[config.mk]
export PLATFORM = sky130hd
export DESIGN_NAME = alu_arbiter_flat
export DESIGN_NICKNAME = d
export VERILOG_FILES = /design/src/rtl/alu_arbiter_if.sv /design/src/rtl/alu_arbiter.sv /design/src/flat_wrapper.sv
export SDC_FILE = /design/constraint.sdc
export NUM_CORES = 1
export LEC_CHECK = 0
export BUFFER_PORTS_ARGS = -buffer_cell sky130_fd_sc_hd__buf_2
export CAP_MARGIN = 30
export CORE_MARGIN = 3
export CORE_UTILIZATION = 45
export DETAILED_ROUTE_END_ITERATION = 12
export HOLD_SLACK_MARGIN = 0.06
export PLACE_DENSITY = 0.68
export SETUP_SLACK_MARGIN = 0.3
export SLEW_MARGIN = 20
export SYNTH_ARGS = -nofsm -noshare
export SYNTH_HDL_FRONTEND = slang
export SYNTH_SLANG_ARGS = --single-unit
[constraint.sdc]
create_clock -name clock -period 16.93 [get_ports clock]
set_input_delay 3.386 -clock clock [delete_from_list [all_inputs] [get_ports clock]]
set_output_delay 3.386 -clock clock [all_outputs]
set_load 0.05 [all_outputs]
[src/rtl/alu_arbiter_if.sv]
// Issue/response bundle between NUM_REQ requesters and the shared-ALU arbiter.
// The arbiter takes the slave modport; requesters (or a bench) take master.
interface alu_arbiter_if #(
  parameter int NUM_REQ = 2,
  parameter int IDW     = 1
);
  logic [NUM_REQ-1:0]    req_valid;
  logic [NUM_REQ-1:0]    req_ready;
  logic [5*NUM_REQ-1:0]  req_opcode;
  logic [5*NUM_REQ-1:0]  req_shamt;
  logic [32*NUM_REQ-1:0] req_a;
  logic [32*NUM_REQ-1:0] req_b;
  logic [NUM_REQ-1:0]    rsp_valid;
  logic [NUM_REQ-1:0]    rsp_ready;
  logic [IDW-1:0]        rsp_id;
  logic [31:0]           rsp_result;
  logic                  rsp_ne;
  logic                  rsp_lt;
  logic                  rsp_ovf;
  logic                  busy;

  modport master (
    output req_valid, req_opcode, req_shamt, req_a, req_b, rsp_ready,
    input  req_ready, rsp_valid, rsp_id, rsp_result, rsp_ne, rsp_lt, rsp_ovf, busy
  );

  modport slave (
    input  req_valid, req_opcode, req_shamt, req_a, req_b, rsp_ready,
    output req_ready, rsp_valid, rsp_id, rsp_result, rsp_ne, rsp_lt, rsp_ovf, busy
  );
endinterface

[src/rtl/alu_arbiter.sv]
// Shares one 32-bit ALU between NUM_REQ requesters, one transaction in flight.
// Define ALU_ARB_FIXED_PRIO_EN for fixed lowest-index-wins priority instead of round-robin.
module alu_arbiter #(
  parameter int NUM_REQ = 2,
  parameter int IDW     = 1
) (
  input  logic         clock,
  input  logic         reset_n,
  alu_arbiter_if.slave bus
);
  localparam int DATA_W = 32;

  // Opcode map: 0 ADD, 1 SUB, 2 AND, 3 OR, 4 SLL, 5 SRA, anything else runs as ADD.
  function automatic logic [DATA_W-1:0] alu_result(input logic [4:0] op, input logic [4:0] sh,
                                                   input logic signed [DATA_W-1:0] a,
                                                   input logic signed [DATA_W-1:0] b);
    logic [DATA_W-1:0] r;
    case (op)
      5'd1:    r = a - b;
      5'd2:    r = a & b;
      5'd3:    r = a | b;
      5'd4:    r = a << sh;
      5'd5:    r = a >>> sh;
      default: r = a + b;
    endcase
    return r;
  endfunction

  function automatic logic alu_ovf(input logic [4:0] op,
                                   input logic signed [DATA_W-1:0] a,
                                   input logic signed [DATA_W-1:0] b);
    logic signed [DATA_W-1:0] s;
    logic raw;
    if (op == 5'd1) begin
      s   = a - b;
      raw = (a[DATA_W-1] != b[DATA_W-1]) && (s[DATA_W-1] != a[DATA_W-1]);
    end else begin
      s   = a + b;
      raw = (a[DATA_W-1] == b[DATA_W-1]) && (s[DATA_W-1] != a[DATA_W-1]);
    end
    return raw && !(op inside {[5'd2:5'd5]});
  endfunction

  typedef enum logic [1:0] {IDLE = 2'd0, EXEC = 2'd1, RESP = 2'd2} state_t;

  state_t                   state_q, state_d;
  logic [IDW-1:0]           gnt_q, gnt_d, base;
  logic                     found, accept;
  logic [4:0]               op_q, sh_q;
  logic signed [DATA_W-1:0] a_q, b_q;
  logic [DATA_W-1:0]        res_q;
  logic                     ne_q, lt_q, ovf_q;
  logic [IDW-1:0]           id_q;
  logic [NUM_REQ-1:0]       ready_d, rsp_valid_d;

  // Winner search starts at the highest-priority index and wraps.
  always_comb begin
    gnt_d = '0;
    found = 1'b0;
    for (int k = 0; k < NUM_REQ; k++) begin
      if (!found && bus.req_valid[(int'(base) + k) % NUM_REQ]) begin
        found = 1'b1;
        gnt_d = IDW'((int'(base) + k) % NUM_REQ);
      end
    end
  end

  assign accept = (state_q == IDLE) && found;

`ifdef ALU_ARB_FIXED_PRIO_EN
  assign base = '0;
`else
  logic [IDW-1:0] ptr_q;
  always_ff @(posedge clock or negedge reset_n) begin
    if (!reset_n)    ptr_q <= '0;
    else if (accept) ptr_q <= (int'(gnt_d) == NUM_REQ - 1) ? '0 : gnt_d + 1'b1;
  end
  assign base = ptr_q;
`endif

  always_ff @(posedge clock or negedge reset_n) begin
    if (!reset_n) begin
      state_q <= IDLE;
      gnt_q   <= '0;
    end else begin
      state_q <= state_d;
      if (accept) gnt_q <= gnt_d;
    end
  end

  always_comb begin
    state_d     = state_q;
    ready_d     = '0;
    rsp_valid_d = '0;
    case (state_q)
      IDLE: if (found) begin
        state_d = EXEC;
        ready_d = NUM_REQ'(1) << gnt_d;
      end
      EXEC: state_d = RESP;
      RESP: begin
        rsp_valid_d = NUM_REQ'(1) << id_q;
        if (bus.rsp_ready[id_q]) state_d = IDLE;
      end
      default: state_d = IDLE;
    endcase
  end

  // p0: operands captured at accept; datapath only, no reset needed.
  always_ff @(posedge clock) begin
    if (accept) begin
      op_q <= bus.req_opcode[5*gnt_d +: 5];
      sh_q <= bus.req_shamt[5*gnt_d +: 5];
      a_q  <= bus.req_a[32*gnt_d +: 32];
      b_q  <= bus.req_b[32*gnt_d +: 32];
    end
  end

  // p1: ALU result registered in EXEC; held until the next EXEC.
  always_ff @(posedge clock or negedge reset_n) begin
    if (!reset_n) begin
      res_q <= '0;
      ne_q  <= 1'b0;
      lt_q  <= 1'b0;
      ovf_q <= 1'b0;
      id_q  <= '0;
    end else if (state_q == EXEC) begin
      res_q <= alu_result(op_q, sh_q, a_q, b_q);
      ne_q  <= (a_q != b_q);
      lt_q  <= (a_q < b_q);
      ovf_q <= alu_ovf(op_q, a_q, b_q);
      id_q  <= gnt_q;
    end
  end

  assign bus.req_ready  = ready_d;
  assign bus.rsp_valid  = rsp_valid_d;
  assign bus.rsp_id     = id_q;
  assign bus.rsp_result = res_q;
  assign bus.rsp_ne     = ne_q;
  assign bus.rsp_lt     = lt_q;
  assign bus.rsp_ovf    = ovf_q;
  assign bus.busy       = (state_q != IDLE);
endmodule

[src/flat_wrapper.sv]
// flat-port wrapper written by rule: the top's interface ports become plain ports
module alu_arbiter_flat 
#(
  parameter int NUM_REQ = 2,
  parameter int IDW     = 1
)
  (clock, reset_n, bus_req_valid, bus_req_opcode, bus_req_shamt, bus_req_a, bus_req_b, bus_rsp_ready, bus_req_ready, bus_rsp_valid, bus_rsp_id, bus_rsp_result, bus_rsp_ne, bus_rsp_lt, bus_rsp_ovf, bus_busy);
  alu_arbiter_if #(.NUM_REQ(NUM_REQ), .IDW(IDW)) bus_i ();
  input  logic clock;
  input  logic reset_n;
  input wire logic [$bits(bus_i.req_valid)-1:0] bus_req_valid;
  input wire logic [$bits(bus_i.req_opcode)-1:0] bus_req_opcode;
  input wire logic [$bits(bus_i.req_shamt)-1:0] bus_req_shamt;
  input wire logic [$bits(bus_i.req_a)-1:0] bus_req_a;
  input wire logic [$bits(bus_i.req_b)-1:0] bus_req_b;
  input wire logic [$bits(bus_i.rsp_ready)-1:0] bus_rsp_ready;
  output wire logic [$bits(bus_i.req_ready)-1:0] bus_req_ready;
  output wire logic [$bits(bus_i.rsp_valid)-1:0] bus_rsp_valid;
  output wire logic [$bits(bus_i.rsp_id)-1:0] bus_rsp_id;
  output wire logic [$bits(bus_i.rsp_result)-1:0] bus_rsp_result;
  output wire logic [$bits(bus_i.rsp_ne)-1:0] bus_rsp_ne;
  output wire logic [$bits(bus_i.rsp_lt)-1:0] bus_rsp_lt;
  output wire logic [$bits(bus_i.rsp_ovf)-1:0] bus_rsp_ovf;
  output wire logic [$bits(bus_i.busy)-1:0] bus_busy;
  assign bus_i.req_valid = bus_req_valid;
  assign bus_i.req_opcode = bus_req_opcode;
  assign bus_i.req_shamt = bus_req_shamt;
  assign bus_i.req_a = bus_req_a;
  assign bus_i.req_b = bus_req_b;
  assign bus_i.rsp_ready = bus_rsp_ready;
  assign bus_req_ready = bus_i.req_ready;
  assign bus_rsp_valid = bus_i.rsp_valid;
  assign bus_rsp_id = bus_i.rsp_id;
  assign bus_rsp_result = bus_i.rsp_result;
  assign bus_rsp_ne = bus_i.rsp_ne;
  assign bus_rsp_lt = bus_i.rsp_lt;
  assign bus_rsp_ovf = bus_i.rsp_ovf;
  assign bus_busy = bus_i.busy;
  alu_arbiter #(.NUM_REQ(NUM_REQ), .IDW(IDW)) u_core (.clock(clock), .reset_n(reset_n), .bus(bus_i));
endmodule
==> results of run 1 <==
==> cells in the final DEF (no fill, tap or decap), types with 22 or more instances in the layout <==
cell | synthesis | final
mux2i_1 | 51 | 51
ha_1 | 96 | 96
a21oi_1 | 132 | 132
buf_2 | 27 | 194
edfxtp_1 | 74 | 74
dfrtp_1 | 40 | 40
buf_4 | 11 | 22
mux4_2 | 47 | 47
nor3_1 | 34 | 34
o21ai_0 | 109 | 109
nand2_1 | 95 | 95
nor2_1 | 171 | 170
inv_1 | 101 | 101
mux2_2 | 85 | 85
==> stage by stage <==
stage	util (%)	instances	setup WS (ns)	area [um^2]	total power [W]
6_report	52.0	2035	8.40	15000	0.00307
3_5_place_dp	49.8	2001	8.37	14300	0.00261
4_1_cts	51.8	2033	8.37	14900	0.00300
3_3_place_gp	49.8	2001	8.43	14300	0.00261
2_1_floorplan	-	1517	6.23	13200	0.00203
5_1_grt	52.0	2035	8.25	15000	0.00325
==> worst max-delay path: stages <==
cell	delay (ns)
buf_2	0.09
inv_1	0.05
o21ai_4	0.41
buf_4	0.67
and2_1	0.23
buf_2	0.26
==> final cells by class <==
class / count / share of cell area, %
clock buffers: 18 / 2.87
clock inverters: 14 / 1.04
multi-input cells: 1182 / 60.8
inverters: 105 / 2.63
repair buffers: 218 / 7.88
flip-flops and latches: 114 / 21.5
well taps: 384 / 3.21
==> state kept, by name, indices dropped and copies added, names as in the netlist <==
signal,cells
u_core.bus.rsp_ovf,1
u_core.gnt_q,1
u_core.a_q,32
u_core.bus.rsp_lt,1
u_core.b_q,32
u_core.sh_q,5
u_core.op_q,5
u_core.bus.rsp_id,1
u_core.bus.rsp_result,32
u_core.state_q,2
u_core.base,1
u_core.bus.rsp_ne,1
==> power by group <==
part / internal (W) / switching [W]
Combinational: 0.000740 / 0.00137
Clock: 0.000218 / 0.000159
Sequential: 0.000429 / 0.000145
==> worst paths after layout <==
kind / from / endpoint / slack [ns] / depth (start not counted)
hold reg to reg: u_core.bus.rsp_result[1]$_DFFE_PN0N_ / u_core.bus.rsp_result[1]$_DFFE_PN0N_ / 0.48 / 1
setup / recovery: bus_req_valid[0] / bus_req_ready[0] / 8.40 / 6
setup reg to reg: u_core.sh_q[0]$_DFFE_PP_ / u_core.bus.rsp_result[29]$_DFFE_PN0N_ / 12.65 / 9
min in group asynchronous: reset_n / u_core.bus.rsp_result[8]$_DFFE_PN0N_ / 3.04 / 2
hold / removal: u_core.bus.rsp_result[1]$_DFFE_PN0N_ / u_core.bus.rsp_result[1]$_DFFE_PN0N_ / 0.48 / 1
max in group asynchronous: reset_n / u_core.state_q[0]$_DFFE_PN0P_ / 13.46 / 2
==> kinds of logic after synthesis <==
family                     share of synthesized area (%)
AOI/OAI and AO/OA                                   25.5
and+or+nand+nor                                     13.4
buffers and inverters                               7.02
muxes                                               19.1
DFF                                                 24.4
adders and majority gates                           9.40
xor gates and xnor gates                            1.19
==> routing by layer <==
layer  share of wire, %  track usage, %  vias up
met4                2.5            8.93        0
li1                   -               -     5925
met2                 44            48.4      834
met3                 10            5.35       84
met5                  0               0        -
met1                 44            46.9     6402
==> results.json, run 1 <==
{
  "multiInputGateArea_mm2": 0.00910,
  "finalSetupTns_ns": 0,
  "worstMarginPinSlew_ns": 0.935,
  "synthCells": 1517,
  "synth_top_cells_by_count": "nor2_1, a21oi_1, o21ai_0, inv_1, ha_1",
  "worst-path-max-fanout": 63,
  "ys_types": 91,
  "p_leak_nw": 6.18,
  "status": "finished clean",
  "postCtsHoldBufs": 0,
  "gr-total-overflow": 0,
  "grt_max_degree": 76,
  "antennaDiodeCount": 0,
  "vias_per_cell": 6.51,
  "core_area_mm2": 0.0288,
  "wl_um": 50500,
  "yosys-top-cells-area": "edfxtp_1, ha_1, mux4_2",
  "synth-seq-cells": 114,
  "drv_cap": 0,
  "nFillCells": 2700,
  "clkSlewWorstSetupHoldPaths_ns": 0.06,
  "syn_nets": 1769,
  "drt_iter0_drc": 1690,
  "ir_worst_vdd_mv": 0.0946,
  "drive_gt1_share_pct": 25.6,
  "end_kind": "output port",
  "syn_avg_cell_area_um2": 8.71,
  "dieHeight_um": 177,
  "fmax_mhz": 117,
  "finalWorstPathRequiredPeriod_ns": 8.53,
  "dr.pass1.iters": 6,
  "grt_pass1_vias": 12500,
  "cts_tree": "yes",
  "layout.nets": 1890,
  "setup.worst_path.class": "primary input to output port",
  "cts.sinks": 114,
  "clockRootBuffer": "clkbuf_16",
  "seq_area_mm2": 0.00322,
  "clock_path_buffers": 2,
  "cts_resized": 0,
  "finalCritPeriodShare_pct": 50.4,
  "synth_edf_count": 74,
  "p_per_area_mw_per_mm2": 205,
  "dpl.hpwl_um": 37300,
  "route.detailed.drc": 0,
  "num_rows": 62,
  "start_util_pct": 45.9,
  "maxSlewHeadroom_pct": 37.0,
  "antenna_left": 0,
  "dieArea_mm2": 0.0314,
  "hp-class": "register to register",
  "hold_viol": 0,
  "clock_latency_ns": 0.44,
  "ys.flop_type": "edfxtp_1",
  "cts-buffers-inserted": 17,
  "place_congestion": 0.995,
  "crit_arrival_ns": 5.14,
  "grt_pass1_wl_um": 76400,
  "grt_use_total_pct": 31.9,
  "cp.required_ns": 13.54,
  "io_pins": 195,
  "rsz0062_at_grt": "no",
  "die_width_um": 177,
  "holdWs_ns": 0.477,
  "numPortBuffers": 194,
  "routedWlPerCell_um": 24.8,
  "vias": 13200,
  "drv_slew": 0,
  "htree_levels": 4,
  "cts_setup_buffers": 0,
  "fin_skew_ns": 0.0172,
  "start_kind": "primary input",
  "syn_to_final_growth_pct": 13.3,
  "synthArstFlopShare_pct": 35.1,
  "syn_area_mm2": 0.0132,
  "setup_viol": 0,
  "yosys_warnings": 0,
  "yosysMostFrequentCell": "nor2_1",
  "synth_top_area_cell": "edfxtp_1",
  "antenna_found_initial": 0,
  "yosysSeqAreaShare_pct": 24.4,
  "yosysTopAreaCellShare_pct": 16.8
}
Power figures use the tool's default switching activity.
==> run 2, diff against run 1 <==
PLACE_DENSITY = 0.71   (was 0.68)
clock period = 7 ns   (was 16.93 ns; I/O delays follow)
==> run 2 against run 1 <==
Sequential share of layout area hardly changed. Final area down 0.15%. Critical path depth rose by 7. Count of clock-buffer cells in the layout did not move. Combinational power up 140%. Worst setup slack got worse by 5.1 ns. Largest cell class unchanged. First-iteration DRC count decreased by 1.7%. Die area is the same. Clock power is 140% higher. Total power rose by 140%. Cell count barely moved.
==> results.json, run 2 (synthesized netlist as in run 1, its figures left out) <==
{
  "start_util_pct": 45.9,
  "drt_iter0_drc": 1662,
  "switching_power_w": 0.00403,
  "cts_tree": "yes",
  "setup_viol": 0,
  "num_rows": 62,
  "hold_start": "u_core.bus.rsp_result[1]$_DFFE_PN0N_",
  "fmax_mhz": 269,
  "p_leak_nw": 6.18,
  "cts-buffers-inserted": 17,
  "drv_slew": 0,
  "r2r_setup_slack_ns": 3.28,
  "worstMarginPinSlew_ns": 1.00,
  "dpl.hpwl_um": 37000,
  "switching_share_pct": 54.8,
  "internal-power_w": 0.00332,
  "worst-path-max-fanout": 5,
  "clkSlewWorstSetupHoldPaths_ns": 0.07,
  "grt_pass1_vias": 12300,
  "syn_to_final_growth_pct": 13.1,
  "core_area_mm2": 0.0288,
  "timing.critical_path.buf_inv": 2,
  "htree_levels": 4,
  "crit_chain": "inv_1, ha_1, inv_1, fa_1, nor3b_1, o31ai_1, a31oi_1, o21ai_1, a21oi_1, o21ai_1, a21o_1, a32oi_1, o32a_1",
  "drive_gt1_share_pct": 25.6,
  "start_kind": "register",
  "reg2reg_to": "u_core.bus.rsp_result[26]$_DFFE_PN0N_",
  "finalCritPeriodShare_pct": 53.1,
  "vias_per_cell": 6.51,
  "antenna_found_initial": 1,
  "p_seq_share_pct": 18.6,
  "rsz0062_at_grt": "no",
  "crit_arrival_ns": 4.04,
  "maxSlewHeadroom_pct": 32.8,
  "hold_depth": 1,
  "clock_latency_ns": 0.45,
  "dieArea_mm2": 0.0314,
  "io_pins": 195,
  "clockRootBuffer": "clkbuf_16",
  "ir_worst_vdd_mv": 0.261,
  "routedWlPerCell_um": 24.3,
  "dieHeight_um": 177,
  "grt_max_degree": 76,
  "cts_resized": 0,
  "gr-total-overflow": 0,
  "layout.nets": 1889,
  "dr.pass1.iters": 6,
  "grt_use_total_pct": 30.9,
  "clock_path_buffers": 2,
  "numPortBuffers": 194,
  "antenna_left": 0,
  "cts_setup_buffers": 0,
  "cts.sinks": 114,
  "drv_cap": 0,
  "final_area_mm2": 0.0149,
  "postCtsHoldBufs": 0,
  "cpLargestDelayFamily": "compound AO/OA/AOI/OAI gates",
  "route.detailed.drc": 0,
  "grt_pass1_wl_um": 74300,
  "fin_skew_ns": 0.0172,
  "vias": 13200,
  "wl_um": 49500,
  "cp_slowest_cell": "o31ai_1",
  "max_stage_delay_ns": 0.50,
  "r2r_cells": 13,
  "hp-class": "register to register",
  "p_per_area_mw_per_mm2": 492,
  "r2r-start": "u_core.a_q[0]$_DFFE_PP_",
  "final_common_cell": "buf_2",
  "placed_area_mm2": 0.0143,
  "place_congestion": 0.986,
  "die_width_um": 177,
  "finalSetupTns_ns": 0,
  "clkPwrFrac_pct": 12.2,
  "finalWorstPathRequiredPeriod_ns": 3.72,
  "comb_power_share_pct": 69.2,
  "end_kind": "register",
  "status": "finished clean",
  "min_to": "u_core.bus.rsp_result[1]$_DFFE_PN0N_",
  "hold_viol": 0,
  "holdWs_ns": 0.476,
  "cp.required_ns": 7.32,
  "layout_common_cells": "buf_2, nor2_1, a21oi_1",
  "setup.worst_path.class": "register to register",
  "antennaDiodeCount": 0
}
[run 2: power by group through the flow]
stage / Sequential, W / Clock [W] / Combinational, W
after floorplan: 0.00156 / 0 / 0.00335
after global placement: 0.00136 / 0 / 0.00490
after detailed placement: 0.00137 / 0 / 0.00492
after CTS: 0.00136 / 0.000900 / 0.00494
after global routing: 0.00139 / 0.000930 / 0.00544
final: 0.00137 / 0.000896 / 0.00509
[run 2: through the flow]
step / total power (W) / setup slack, ns / cells / util [%]
2_1_floorplan: 0.00491 / 1.59 / 1517 / -
3_3_place_gp: 0.00626 / 3.40 / 2001 / 49.8
4_1_cts: 0.00720 / 3.38 / 2033 / 51.8
5_1_grt: 0.00776 / 3.08 / 2034 / 51.9
6_report: 0.00735 / 3.28 / 2034 / 51.9
3_5_place_dp: 0.00629 / 3.39 / 2001 / 49.8
[run 2: layout make-up]
| class | instances | area [um^2] |
|---|---|---|
| multi-input combinational | 1182 | 9100 |
| clock inverter | 14 | 145 |
| fill | 2701 | 13800 |
| tap | 384 | 480 |
| clock buffer | 18 | 429 |
| inverter | 105 | 394 |
| sequential | 114 | 3220 |
| timing repair buffer | 217 | 1170 |
[run 2: worst register-to-register path, delay by kind of cell (launching register included)]
family / cells / cell delay (ns)
AND/OR/NAND/NOR: 1 / 0.19
adder cells (fa/ha/maj): 2 / 0.59
AO/OA/AOI/OAI: 8 / 2.18
buffers and inverters: 2 / 0.20
flip-flops: 1 / 0.45
[run 2: worst max path at each step]
stage | start | depth (start not counted) | slack, ns | endpoint
final | u_core.a_q[0]$_DFFE_PP_ | 13 | 3.28 | u_core.bus.rsp_result[26]$_DFFE_PN0N_
after global routing | u_core.sh_q[1]$_DFFE_PP_ | 10 | 3.08 | u_core.bus.rsp_result[24]$_DFFE_PN0N_
after CTS | bus_req_valid[0] | 5 | 3.38 | bus_req_ready[0]
after detailed placement | bus_req_valid[0] | 5 | 3.39 | bus_req_ready[0]
after global placement | bus_req_valid[1] | 5 | 3.40 | bus_req_ready[0]
after floorplan | bus_req_valid[1] | 3 | 1.59 | bus_req_ready[0]
[run 2: layer usage]
metal	vias up	track usage, %	wire (um)
li1	5932	-	-
met4	0	8.44	1280
met3	89	5.31	5590
met1	6330	45.6	20900
met2	889	46.5	21700
met5	-	0	0
